### src/rtl/addsub_serial.sv
// addsub_serial: multi-cycle add/subtract unit that reuses one CHUNK-bit slice
// WIDTH/CHUNK times, LSB chunk first. It reports carry/borrow-out and signed
// overflow.
// Optional feature macro: ADDSUB_SATURATE_EN. When it is defined, an
// overflowing Result is clamped to the most positive or most negative value.
module addsub_serial #(
    parameter int unsigned WIDTH = 16,
    parameter int unsigned CHUNK = 4
) (
    input  logic             clk,
    input  logic             rst,
    input  logic             start,
    input  logic             op,
    input  logic [WIDTH-1:0] A,
    input  logic [WIDTH-1:0] B,
    input  logic             Cin,
    output logic             busy,
    output logic             done,
    output logic [WIDTH-1:0] Result,
    output logic             Cout,
    output logic             Ovf
);

    localparam int unsigned N     = WIDTH / CHUNK;
    localparam int unsigned CNT_W = (N > 1) ? $clog2(N) : 1;
    localparam int unsigned CW    = CHUNK + 1;

`ifdef ADDSUB_SATURATE_EN
    localparam logic [WIDTH-1:0] MIN_NEG = WIDTH'(1) << (WIDTH - 1);
    localparam logic [WIDTH-1:0] MAX_POS = ~MIN_NEG;
`endif

    typedef enum logic [1:0] {
        IDLE = 2'd0,
        RUN  = 2'd1,
        DONE = 2'd2
    } state_t;

    state_t           state;
    logic [WIDTH-1:0] a_sh;      // operand A, shifted right one chunk per RUN cycle
    logic [WIDTH-1:0] b_sh;      // operand B, shifted right one chunk per RUN cycle
    logic [WIDTH-1:0] acc;       // partial result, filled from the top down
    logic             op_q;
    logic             carry_q;   // carry (add) or borrow (sub) between chunks
    logic             a_msb;
    logic             b_msb;
    logic [CNT_W-1:0] cnt;

    logic [CW-1:0]    slice;
    logic [WIDTH-1:0] acc_next;
    logic [WIDTH-1:0] res_final;
    logic             last;
    logic             ovf_calc;

    // One chunk of add/subtract. The extra top bit holds the carry-out or borrow-out.
    always_comb begin
        slice = '0;
        if (op_q) begin
            slice = {1'b0, a_sh[CHUNK-1:0]} - {1'b0, b_sh[CHUNK-1:0]} - CW'(carry_q);
        end else begin
            slice = {1'b0, a_sh[CHUNK-1:0]} + {1'b0, b_sh[CHUNK-1:0]} + CW'(carry_q);
        end
    end

    // Shift the new chunk into the top of the accumulator and detect overflow.
    // On the last chunk, acc_next is the full wrapped result.
    always_comb begin
        acc_next = (acc >> CHUNK) | (WIDTH'(slice[CHUNK-1:0]) << (WIDTH - CHUNK));
        last     = (cnt == CNT_W'(N - 1));
        if (op_q) begin
            ovf_calc = (a_msb != b_msb) && (acc_next[WIDTH-1] != a_msb);
        end else begin
            ovf_calc = (a_msb == b_msb) && (acc_next[WIDTH-1] != a_msb);
        end
`ifdef ADDSUB_SATURATE_EN
        if (ovf_calc) begin
            res_final = a_msb ? MIN_NEG : MAX_POS;
        end else begin
            res_final = acc_next;
        end
`else
        res_final = acc_next;
`endif
    end

    // Control FSM, operand/accumulator registers and registered outputs.
    always_ff @(posedge clk) begin
        if (rst) begin
            state   <= IDLE;
            busy    <= 1'b0;
            done    <= 1'b0;
            Result  <= '0;
            Cout    <= 1'b0;
            Ovf     <= 1'b0;
            a_sh    <= '0;
            b_sh    <= '0;
            acc     <= '0;
            op_q    <= 1'b0;
            carry_q <= 1'b0;
            a_msb   <= 1'b0;
            b_msb   <= 1'b0;
            cnt     <= '0;
        end else begin
            case (state)
                IDLE, DONE: begin
                    done <= 1'b0;
                    if (start) begin
                        state   <= RUN;
                        busy    <= 1'b1;
                        a_sh    <= A;
                        b_sh    <= B;
                        op_q    <= op;
                        carry_q <= Cin;
                        a_msb   <= A[WIDTH-1];
                        b_msb   <= B[WIDTH-1];
                        acc     <= '0;
                        cnt     <= '0;
                    end else begin
                        state <= IDLE;
                    end
                end
                RUN: begin
                    a_sh    <= a_sh >> CHUNK;
                    b_sh    <= b_sh >> CHUNK;
                    acc     <= acc_next;
                    carry_q <= slice[CHUNK];
                    cnt     <= cnt + CNT_W'(1);
                    if (last) begin
                        state  <= DONE;
                        busy   <= 1'b0;
                        done   <= 1'b1;
                        Result <= res_final;
                        Cout   <= slice[CHUNK];
                        Ovf    <= ovf_calc;
                    end
                end
                default: begin
                    state <= IDLE;
                    busy  <= 1'b0;
                    done  <= 1'b0;
                end
            endcase
        end
    end

endmodule

### config.mk
export PLATFORM = sky130hd
export DESIGN_NAME = addsub_serial
export DESIGN_NICKNAME = d
export VERILOG_FILES = /design/src/rtl/addsub_serial.sv
export SDC_FILE = /design/constraint.sdc
export NUM_CORES = 1
export LEC_CHECK = 0
export ABC_AREA = 1
export CAP_MARGIN = 20
export CORE_UTILIZATION = 40
export DETAILED_ROUTE_END_ITERATION = 16
export GPL_ROUTABILITY_DRIVEN = 0
export GPL_TIMING_DRIVEN = 0
export SLEW_MARGIN = 20
export SYNTH_ARGS = -nofsm -noshare
export SYNTH_HDL_FRONTEND = slang
export SYNTH_SLANG_ARGS = --single-unit
### constraint.sdc
create_clock -name clk -period 2.7 [get_ports clk]
set_input_delay 0.54 -clock clk [delete_from_list [all_inputs] [get_ports clk]]
set_output_delay 0.54 -clock clk [all_outputs]
set_load 0.1 [all_outputs]
# [Word-level counts from Yosys, hierarchy flattened]
# Cells that the tools add are included.
[word_totals] out_inout_bits=20 register_bits=76 in_bits=37 elab_cells=57
[op_classes] mux=18 add_sub_neg=5 reduce_logical=10 n_eq_ne=8 bitwise=2
[op_table] cell="16-bit case mux with 2 select lines" n=3
[op_table] cell="16-bit 2-to-1 mux" n=3
[op_table] cell="12-bit by 16-bit bitwise OR with 16-bit output" n=1
[op_table] cell="2-bit case mux with 2 select lines" n=2
[op_table] cell="2-bit AND reduction" n=4
[op_table] cell="4-bit by 4-bit adder with 5-bit output" n=1
[op_table] cell="5-bit by 1-bit adder with 5-bit output" n=1
[op_table] cell="1-bit 2-to-1 mux" n=5
[op_table] cell="5-bit 2-to-1 mux" n=1
[op_table] cell="4-bit by 4-bit subtractor with 5-bit output" n=1
[op_table] cell="5-bit by 1-bit subtractor with 5-bit output" n=1
[op_table] cell="2-bit == test (second input constant)" n=2
[op_table] cell="2-bit 2-to-1 mux" n=2
[op_table] cell="2-bit != test (second input constant)" n=2
[op_table] cell="1-bit case mux with 2 select lines" n=2
[op_table] cell="2-bit OR reduction" n=2
[op_table] cell="2-bit by 1-bit adder with 2-bit output (second input constant)" n=1
[op_table] cell="2-bit by 1-bit == test with 1-bit output (second input constant)" n=1
[op_table] cell="1-bit logical AND" n=2
[op_table] cell="2-bit logical NOT" n=1
[op_table] cell="1-bit != test" n=2
[op_table] cell="2-bit nonzero test" n=1
[op_table] cell="1-bit == test" n=1
[op_table] cell="1-bit inverter" n=1

# [Longest topological paths before layout]
# Gate-level depths: netlist of run 1.
[logic_depth] word_depth=7 mapped_depth=12 depth_no_buf=12

# [Worst setup path before layout of run 1]
# Ideal clock, no wire load.
[synth_timing] kind="reg2reg" from="register b_sh[0]" to="register Cout" setup_ns=0.114 synth_period_minus_slack_ns=1.906 stages_incl_launch_ff=12 t_arrival_ns=1.792 slack_ns=0.794 path_buffers=0 required_time_ns=2.586 path_cell_list="dfxtp_1 inv_1 fa_1 fa_1 inv_1 nand2_1 a21oi_1 nand2_1 nand2_1 o21ai_0 o21bai_1 inv_1"
[synth_between] elab_chain_len=3 word_cells_on_any_way=5 cone_classes="add/sub: 4; mux: 1"
[synth_lines] element="from (decl)" line="41" source="logic [WIDTH-1:0] b_sh;"
[synth_lines] element="from (signal assigned)" line="124" source="b_sh <= b_sh >> CHUNK;"
[synth_lines] element="4-bit by 4-bit adder with 5-bit output or 4-bit by 4-bit subtractor with 5-bit output (tied branches)" line="61, 59"
[synth_lines] element="5-bit by 1-bit adder with 5-bit output or 5-bit by 1-bit subtractor with 5-bit output (tied branches)" line="61, 59"
[synth_lines] element="5-bit 2-to-1 mux *" line="58" source="if (op_q) begin"
[synth_lines] element="to (signal assigned)" line="133" source="Cout <= slice[CHUNK];"
[synth_lines] element="to (decl)" line="20" source="output logic Cout,"
# Every way passes the cells marked *; elsewhere a longest branch is shown, timed or not.
# A chain may end at the register's enable or synchronous reset.

# [Final worst setup path of run 1]
[layout_timing] from="register busy" to="output busy"
[layout_lines] element="from (decl)" line="17" source="output logic busy,"
[layout_lines] element="from (signal assigned)" line="90" source="busy <= 1'b0;"
[layout_lines] element="from (signal assigned)" line="109" source="busy <= 1'b1;"
[layout_lines] element="from (signal assigned)" line="130" source="busy <= 1'b0;"
# No word-level cell between the ends.

==> results of run 1 <==
## layout make-up
cell class / count / area (um^2) / area share
sequential: 72 / 1441 / 0.3632
multi-input combinational: 245 / 1409 / 0.3550
timing repair buffer: 56 / 560.5 / 0.1412
clock buffer: 12 / 155.1 / 0.03909
buffer: 21 / 138.9 / 0.03499
tap: 99 / 123.9 / 0.03121
inverter: 32 / 122.6 / 0.03090
clock inverter: 3 / 17.52 / 0.004414
## metal layers
layer | share of wire | vias up | wire length, um
met5 | 0 | - | 0
met4 | 0.016 | 0 | 123
met3 | 0.043 | 10 | 333
met2 | 0.45 | 71 | 3485
met1 | 0.49 | 1264 | 3750
li1 | - | 1395 | -
## logic make-up after synthesis
kind of cell / after synthesis / synth area share
simple gates: 137 / 0.1922
compound gates: 91 / 0.1862
flops: 72 / 0.4632
buf+inv: 53 / 0.08404
fa+ha+maj: 14 / 0.06594
xor+xnor: 3 / 0.008445
## sequential cells by signal (all words and copies together) (netlist names)
name,flops
Cout,1
Ovf,1
Result,16
a_msb,1
a_sh,16
acc,12
b_msb,1
b_sh,16
busy,1
carry_q,1
cnt,2
done,1
op_q,1
state,2
## worst max-delay path by stage
stage                     cells after the start     from       to  slack [ns]
after floorplan                              11  b_sh[0]     Cout        0.79
after global placement                       10  b_sh[0]  carry_q        0.47
after detailed placement                     10  b_sh[0]  carry_q        0.49
after CTS                                     1     busy     busy        0.31
after global routing                          1     busy     busy        0.28
final                                         1     busy     busy        0.33
## placed cells by master (no fill, tap or decap)
cell	instances
buf_2	5
buf_6	5
clkbuf_2	1
dfxtp_1	72
clkbuf_8	11
o221ai_1	19
o211ai_1	1
fa_1	4
nor3_1	24
and2_1	1
nor2_2	1
inv_1	27
o21bai_1	1
nand2_1	50
nand2_4	3
nand3_1	13
inv_2	2
nor2_4	1
clkinv_2	2
a21oi_1	25
a211oi_2	3
buf_4	4
a211oi_1	3
xor2_1	3
ha_1	10
clkbuf_1	7
inv_4	1
nor2_1	43
clkdlybuf4s50_1	56
nand2_2	1
o21a_1	1
clkinv_1	2
o32ai_1	4
clkinvlp_4	1
o21ai_0	34
## synth_stat cells (all sizes together)
library cell  count  area (um^2)
a211oi            6        60.06
a21oi            25        125.1
and2              1        6.260
buf              14        111.4
clkbuf            7        27.52
clkinv            2        7.510
dfxtp            72         1441
fa                4        80.08
ha               10        125.1
inv              30        115.1
nand2            54        227.7
nand3            13        65.06
nor2             45        178.9
nor3             24        120.1
o211ai            1        7.510
o21a              1        7.510
o21ai            34        170.2
o21bai            1        7.510
o221ai           19        166.4
o32ai             4        35.03
xor2              3        26.28
## through the flow
step,cells,hold WS (ns),util
2_1_floorplan,370,0.4291,-
3_3_place_gp,525,0.4454,0.5151
3_5_place_dp,525,0.4511,0.5151
4_1_cts,540,0.4637,0.5385
5_1_grt,540,0.4882,0.5385
6_report,540,0.4625,0.5385
## power by group
group	switching, W	internal, W	total, W
clock network	0.000386	0.000376	0.000762
logic	0.000263	0.000186	0.000449
registers	0.0000484	0.00113	0.00118
==> impl_results.md, run 1 <==
- Unrepaired setup endpoints after global routing: false
- Outcome: finished clean
- Wirelength, routed: 7693 um
- Share of layout cells above drive strength 1: 0.09297
- Startpoint Class: flip-flop
- Worst Path Required: 2.16 ns
- CP delay by family, top: buffers and inverters
- Number of synthesized register bits: 72
- I/O Pins: 57
- CP Capture Type: output port
- YS warnings: 0
- Clock Sinks: 72
- Post-CTS setup buffer count: 0
- Vias: 2,740
- Hold_sp: cnt[0]
- Max stage delay on crit path: 1.14 ns
- FF-to-FF path depth: 10
- FP Rows: 31
- Fin. Hold Viols: 0
- Vias in the first global route: 2,601
- HPWL after DPL: 5638 um
- H-tree depth: 3
- Fmax: 421.4 MHz
- ANT cells: 0
- Hold Path Sink: cnt[0]
- Clock root buffer: clkbuf_8
- Initial core utilization: 0.4222
- Synth Cell Area: 3112 um^2
- GRT Residual Overflow: 0
- Total power: 0.002386 W
- Drt first pass iters: 4
- M2 GR Usage: 0.3149
- Max-Cap Viols: 0
- Worst min-delay path category: flip-flop to flip-flop
- Routed vias/inst: 5.074
- Clk buf depth: 2
- Critical path class: flip-flop to output port
- Total GRT Usage: 0.2035
- Worst R2R End: carry_q
- Max-slew violations: 0
- Crit-path cells: clkdlybuf4s50_1
- Synth Net Count: 421
- Buffer and inverter count on the worst path: 1
- Hold-fix buffers, CTS: 0
- DR WL/cell: 14.25 um
- Die width: 90.20 um
- R2R setup slack: 0.47 ns
- DP Area: 3796 um^2
- Worst Setup Slack, final: 0.3272 ns
- CTS tree: done
- Initial antenna violation count: 0
- Fill count: 707
- Max VDD drop: 0.3294 mV
- Setup WS pre-CTS: 0.4853 ns
- 1st-iter DRT viols: 119
- Largest net degree at the start of global routing: 12
- Post-synthesis area per instance: 8.410 um^2
- Post-route clock skew: 0.007448 ns
- Final instance area: 3969 um^2
- Core Area: 7370 um^2
- Worst-Margin Slew: 0.9725 ns
- Synth unique cells: 31
- Detailed-route DRC error count: 0
- CTS Buf Count: 9
- # nets final: 488
- Synth-to-layout area growth: 27.54%
- First-pass GRT wire length: 12,970 um
- Minimum clock period: 2.373 ns
- TNS Setup: 0 ns
- Global Route met1 Usage: 0.2807
- Setup-failing EPs final: 0
- Crit Path Max Fanout: 2
- Die footprint: 8136 um^2
- Clock latency on the worst-skew pair: 0.34 ns
- Hold path cells: 1
- GR peak layer: met2
- PwrDens: 601.3 nW/um^2
- Register area share after synthesis: 0.4632
- Met3 GRT Util: 0.03638
- Slowest stage cell, crit path: clkdlybuf4s50_1
- CP arrival: 1.83 ns
- Die height: 90.20 um
- Post-route ant nets: 0
- Input/output buffers: 56
- Clk slew on worst S/H paths: 0.07 ns
- Gate Count Post-Synth: 370
- Resized cells post-CTS: 0
- Max_slew headroom: 0.3496
- Tcrit/Tclk final: 0.8788
- Worst reg2reg startpoint: b_sh[0]
- LEAKAGE: 1.591 nW
No activity file was read; power rests on OpenSTA's default activity.
==> run 2: changes to the inputs <==
- CTS_CLUSTER_DIAMETER: default -> 120
- SLEW_MARGIN: 20 -> default
==> results of run 2 <==
The final DEF is identical to that of run 1; final timing and power are the same.
==> run 3: changes to the inputs <==
- ABC_AREA: 1 -> 0
- HOLD_SLACK_MARGIN: default -> 0.03
==> run 3 against run 2 <==
Critical path depth stayed put. Worst hold slack worse by 0.012 ns. Setup slack worse by 0.014 ns. Sequential power hardly changed. Non-clock buffer count is 3 higher. Core utilization is 0.55 points higher. Clock power is 23% higher.
==> impl_results.md, run 3 <==
- Detailed-route DRC error count: 0 (unchanged)
- Unrepaired setup endpoints after global routing: false
- CP delay by family, top: buffers and inverters
- Fmax: 419.0 MHz (-0.57%)
- Die height: 90.56 um (+0.39%)
- Synth top area share: 0.4595 (-0.003695)
- Clock power frac: 0.373 (+0.054)
- Post-CTS setup buffer count: 0 (unchanged)
- Area leader, netlist: dfxtp_1
- Clock Sinks: 72 (unchanged)
- Synth Cell Area: 3137 um^2 (+0.80%)
- Final instance area: 4030 um^2 (+1.5%)
- Tcrit/Tclk final: 0.8839 (+0.005057)
- ANT cells: 0 (unchanged)
- Vias in the first global route: 2,500 (-3.9%)
- Critical path class: flip-flop to output port
- Most common cell after layout, fill and taps aside: nand2_1
- FP Rows: 31 (unchanged)
- Area contributors post-synth: dfxtp_1 46%, nand2_1 10%, a311oi_1 6.7%, nor2_1 5.4%, a21oi_1 4.0%
- Clk slew on worst S/H paths: 0.08 ns (about the same)
- Crit-path cells: clkdlybuf4s50_1
- Int Power: 0.001828 W (+8.2%)
- Crit Path Max Fanout: 2 (unchanged)
- Slowest stage cell, crit path: clkdlybuf4s50_1
- Vias: 2,706 (-1.2%)
- Switching Fraction: 0.2747 (-0.01759)
- Clk buf depth: 2 (unchanged)
- Ys async rst share: 0 (unchanged)
- Synth-to-layout area growth: 28.48%
- First-pass GRT wire length: 12,480 um (-3.8%)
- Biggest regs: Result (16), a_sh (16), b_sh (16)
- CTS tree: done
- Outcome: finished clean
- 1st-iter DRT viols: 98 (-18%)
- Hold-fix buffers, CTS: 0 (unchanged)
- HPWL after DPL: 5617 um (-0.37%)
- Post-synth top flop: dfxtp_1
- H-tree depth: 3 (unchanged)
- Fin. Hold Viols: 0 (unchanged)
- Wirelength, routed: 7601 um (-1.2%)
- Max_slew headroom: 0.3469 (-0.002697)
- Synth Net Count: 414 (-1.7%)
- Clock latency on the worst-skew pair: 0.34 ns (about the same)
- Max-Cap Viols: 0 (unchanged)
- Max VDD drop: 0.2617 mV (-21%)
- Switching power: 0.0006923 W (-0.76%)
- YS warnings: 0 (unchanged)
- Register area share after synthesis: 0.4595 (-0.003695)
- CP Capture Type: output port
- GRT Residual Overflow: 0 (unchanged)
- Drt first pass iters: 4 (unchanged)
- Total power: 0.002520 W (+5.6%)
- Post-route clock skew: 0.008218 ns (+0.0007696 ns)
- Input/output buffers: 55 (-1.8%)
- Die footprint: 8200 um^2 (+0.79%)
- Setup-failing EPs final: 0 (unchanged)
- Largest net degree at the start of global routing: 14 (+2)
- Worst Path Required: 2.16 ns (about the same)
- Top-count cell post-synth: nand2_1
- Max-slew violations: 0 (unchanged)
- Share of layout cells above drive strength 1: 0.1037 (+0.01072)
- Buffer and inverter count on the worst path: 1 (unchanged)
- CTS Buf Count: 9 (unchanged)
- LEAKAGE: 1.540 nW (-3.2%)
- Total GRT Usage: 0.1944 (-0.009132)
- DP Area: 3811 um^2 (+0.40%)
- PwrDens: 625.2 nW/um^2 (+4.0%)
- Number of enable flip-flop cells after synthesis: 0 (unchanged)
- TNS Setup: 0 ns (unchanged)
- Resized cells post-CTS: 0 (unchanged)
- Max stage delay on crit path: 1.14 ns (about the same)
- # nets final: 480 (-1.6%)
- DR WL/cell: 14.26 um (+0.10%)
- Die width: 90.56 um (+0.39%)
- Util after Layout: 0.5440 (+0.005456)
- Routed vias/inst: 5.077 (about the same)
- Worst min-delay path category: flip-flop to flip-flop
- Core Area: 7408 um^2 (+0.53%)
- Minimum clock period: 2.386 ns (+0.01365 ns)
- Synth unique cells: 42 (+35%)
- Worst-Margin Slew: 0.9765 ns (+0.004033 ns)
- Initial core utilization: 0.4234 (+0.001167)
- Reg power frac: 0.461 (-0.031)
- Synth cell count leaders: 87 x nand2_1, 72 x dfxtp_1, 45 x nor2_1
- Gate Count Post-Synth: 363 (-1.9%)
- Post-synthesis area per instance: 8.641 um^2 (+2.7%)
- Initial antenna violation count: 0 (unchanged)
- Startpoint Class: flip-flop
- Clock root buffer: clkbuf_8
- I/O Pins: 57 (unchanged)
- CP arrival: 1.85 ns (+0.02 ns)
- Post-route ant nets: 0 (unchanged)
- Fill count: 710 (+0.42%)
- Combinational share of power: 0.165 (-0.023)
- Number of synthesized register bits: 72 (unchanged)
- Commonest cells after routing, fill and taps aside: 87 x nand2_1, 72 x dfxtp_1, 55 x clkdlybuf4s50_1, 45 x nor2_1, 25 x a21oi_1
## run 3: cell count changes in the layout (fill, tap and decap cells not counted), moves of 10 or more
cell      previous run  this run
o21ai_0             34         4
nand3_1             13         0
a311oi_1             0        24
o221ai_1            19         0
nand2_1             50        87
nor3_1              24         0
a22o_1               0        10
inv_1               27        12
## run 3: final cells by class
cell class	count	area, um^2	share of cell area
well taps	99	123.9	0.03074
flip-flops and latches	72	1441	0.3577
clock inverters	7	95.09	0.02360
plain buffers	25	128.9	0.03198
clock buffers	9	123.9	0.03074
multi-input cells	254	1521	0.3775
repair buffers	55	550.5	0.1366
inverters	12	45.04	0.01118
## run 3: power groups by stage
stage	clock (W)	sequential, W	combinational, W
global placement	0	0.00118	0.000410
detailed placement	0	0.00119	0.000416
CTS	0.000959	0.00116	0.000419
finish	0.000941	0.00116	0.000416
global route	0.00101	0.00117	0.000464
floorplan	0	0.00118	0.000276
## run 3: worst paths after layout
kind              startpoint         to  slack, ns  cells after the start
setup / recovery        Cout       Cout       0.31                      1
hold / removal        acc[4]  Result[0]       0.45                      2
hold reg to reg       acc[4]  Result[0]       0.45                      2
setup reg to reg     carry_q       Cout       0.40                      8
## run 3: kinds of logic after synthesis
| kind of cell | after synthesis | share of synthesized area |
|---|---|---|
| xor gates and xnor gates | 4 | 0.01117 |
| adders and majority gates | 14 | 0.06542 |
| buffers and inverters | 37 | 0.05544 |
| and+or+nand+nor | 150 | 0.2038 |
| muxes | 1 | 0.003191 |
| DFF | 72 | 0.4595 |
| AOI/OAI and AO/OA | 85 | 0.2014 |
## run 3: metrics by stage
stage | hold slack, ns | instances | worst slack (ns)
floorplan | 0.4322 | 363 | 0.6296
global placement | 0.4421 | 517 | 0.4631
detailed placement | 0.4461 | 517 | 0.4431
CTS | 0.4526 | 533 | 0.3049
global route | 0.4764 | 533 | 0.1926
finish | 0.4507 | 533 | 0.3136
## run 3: worst register-to-register path: stages (launching register included)
cell,delay [ns]
dfxtp_1,0.42
inv_1,0.08
fa_1,0.41
fa_1,0.41
nand2b_1,0.17
a21oi_1,0.20
xor2_1,0.16
nor2_1,0.07
o41ai_1,0.29
## run 3: per-layer routing
metal	GRT usage	vias to the layer above	routed length (um)
met1	0.2542	1268	3690
met2	0.3201	54	3591
met4	0.07527	0	99
li1	-	1376	-
met5	0	-	0
met3	0.03114	8	218
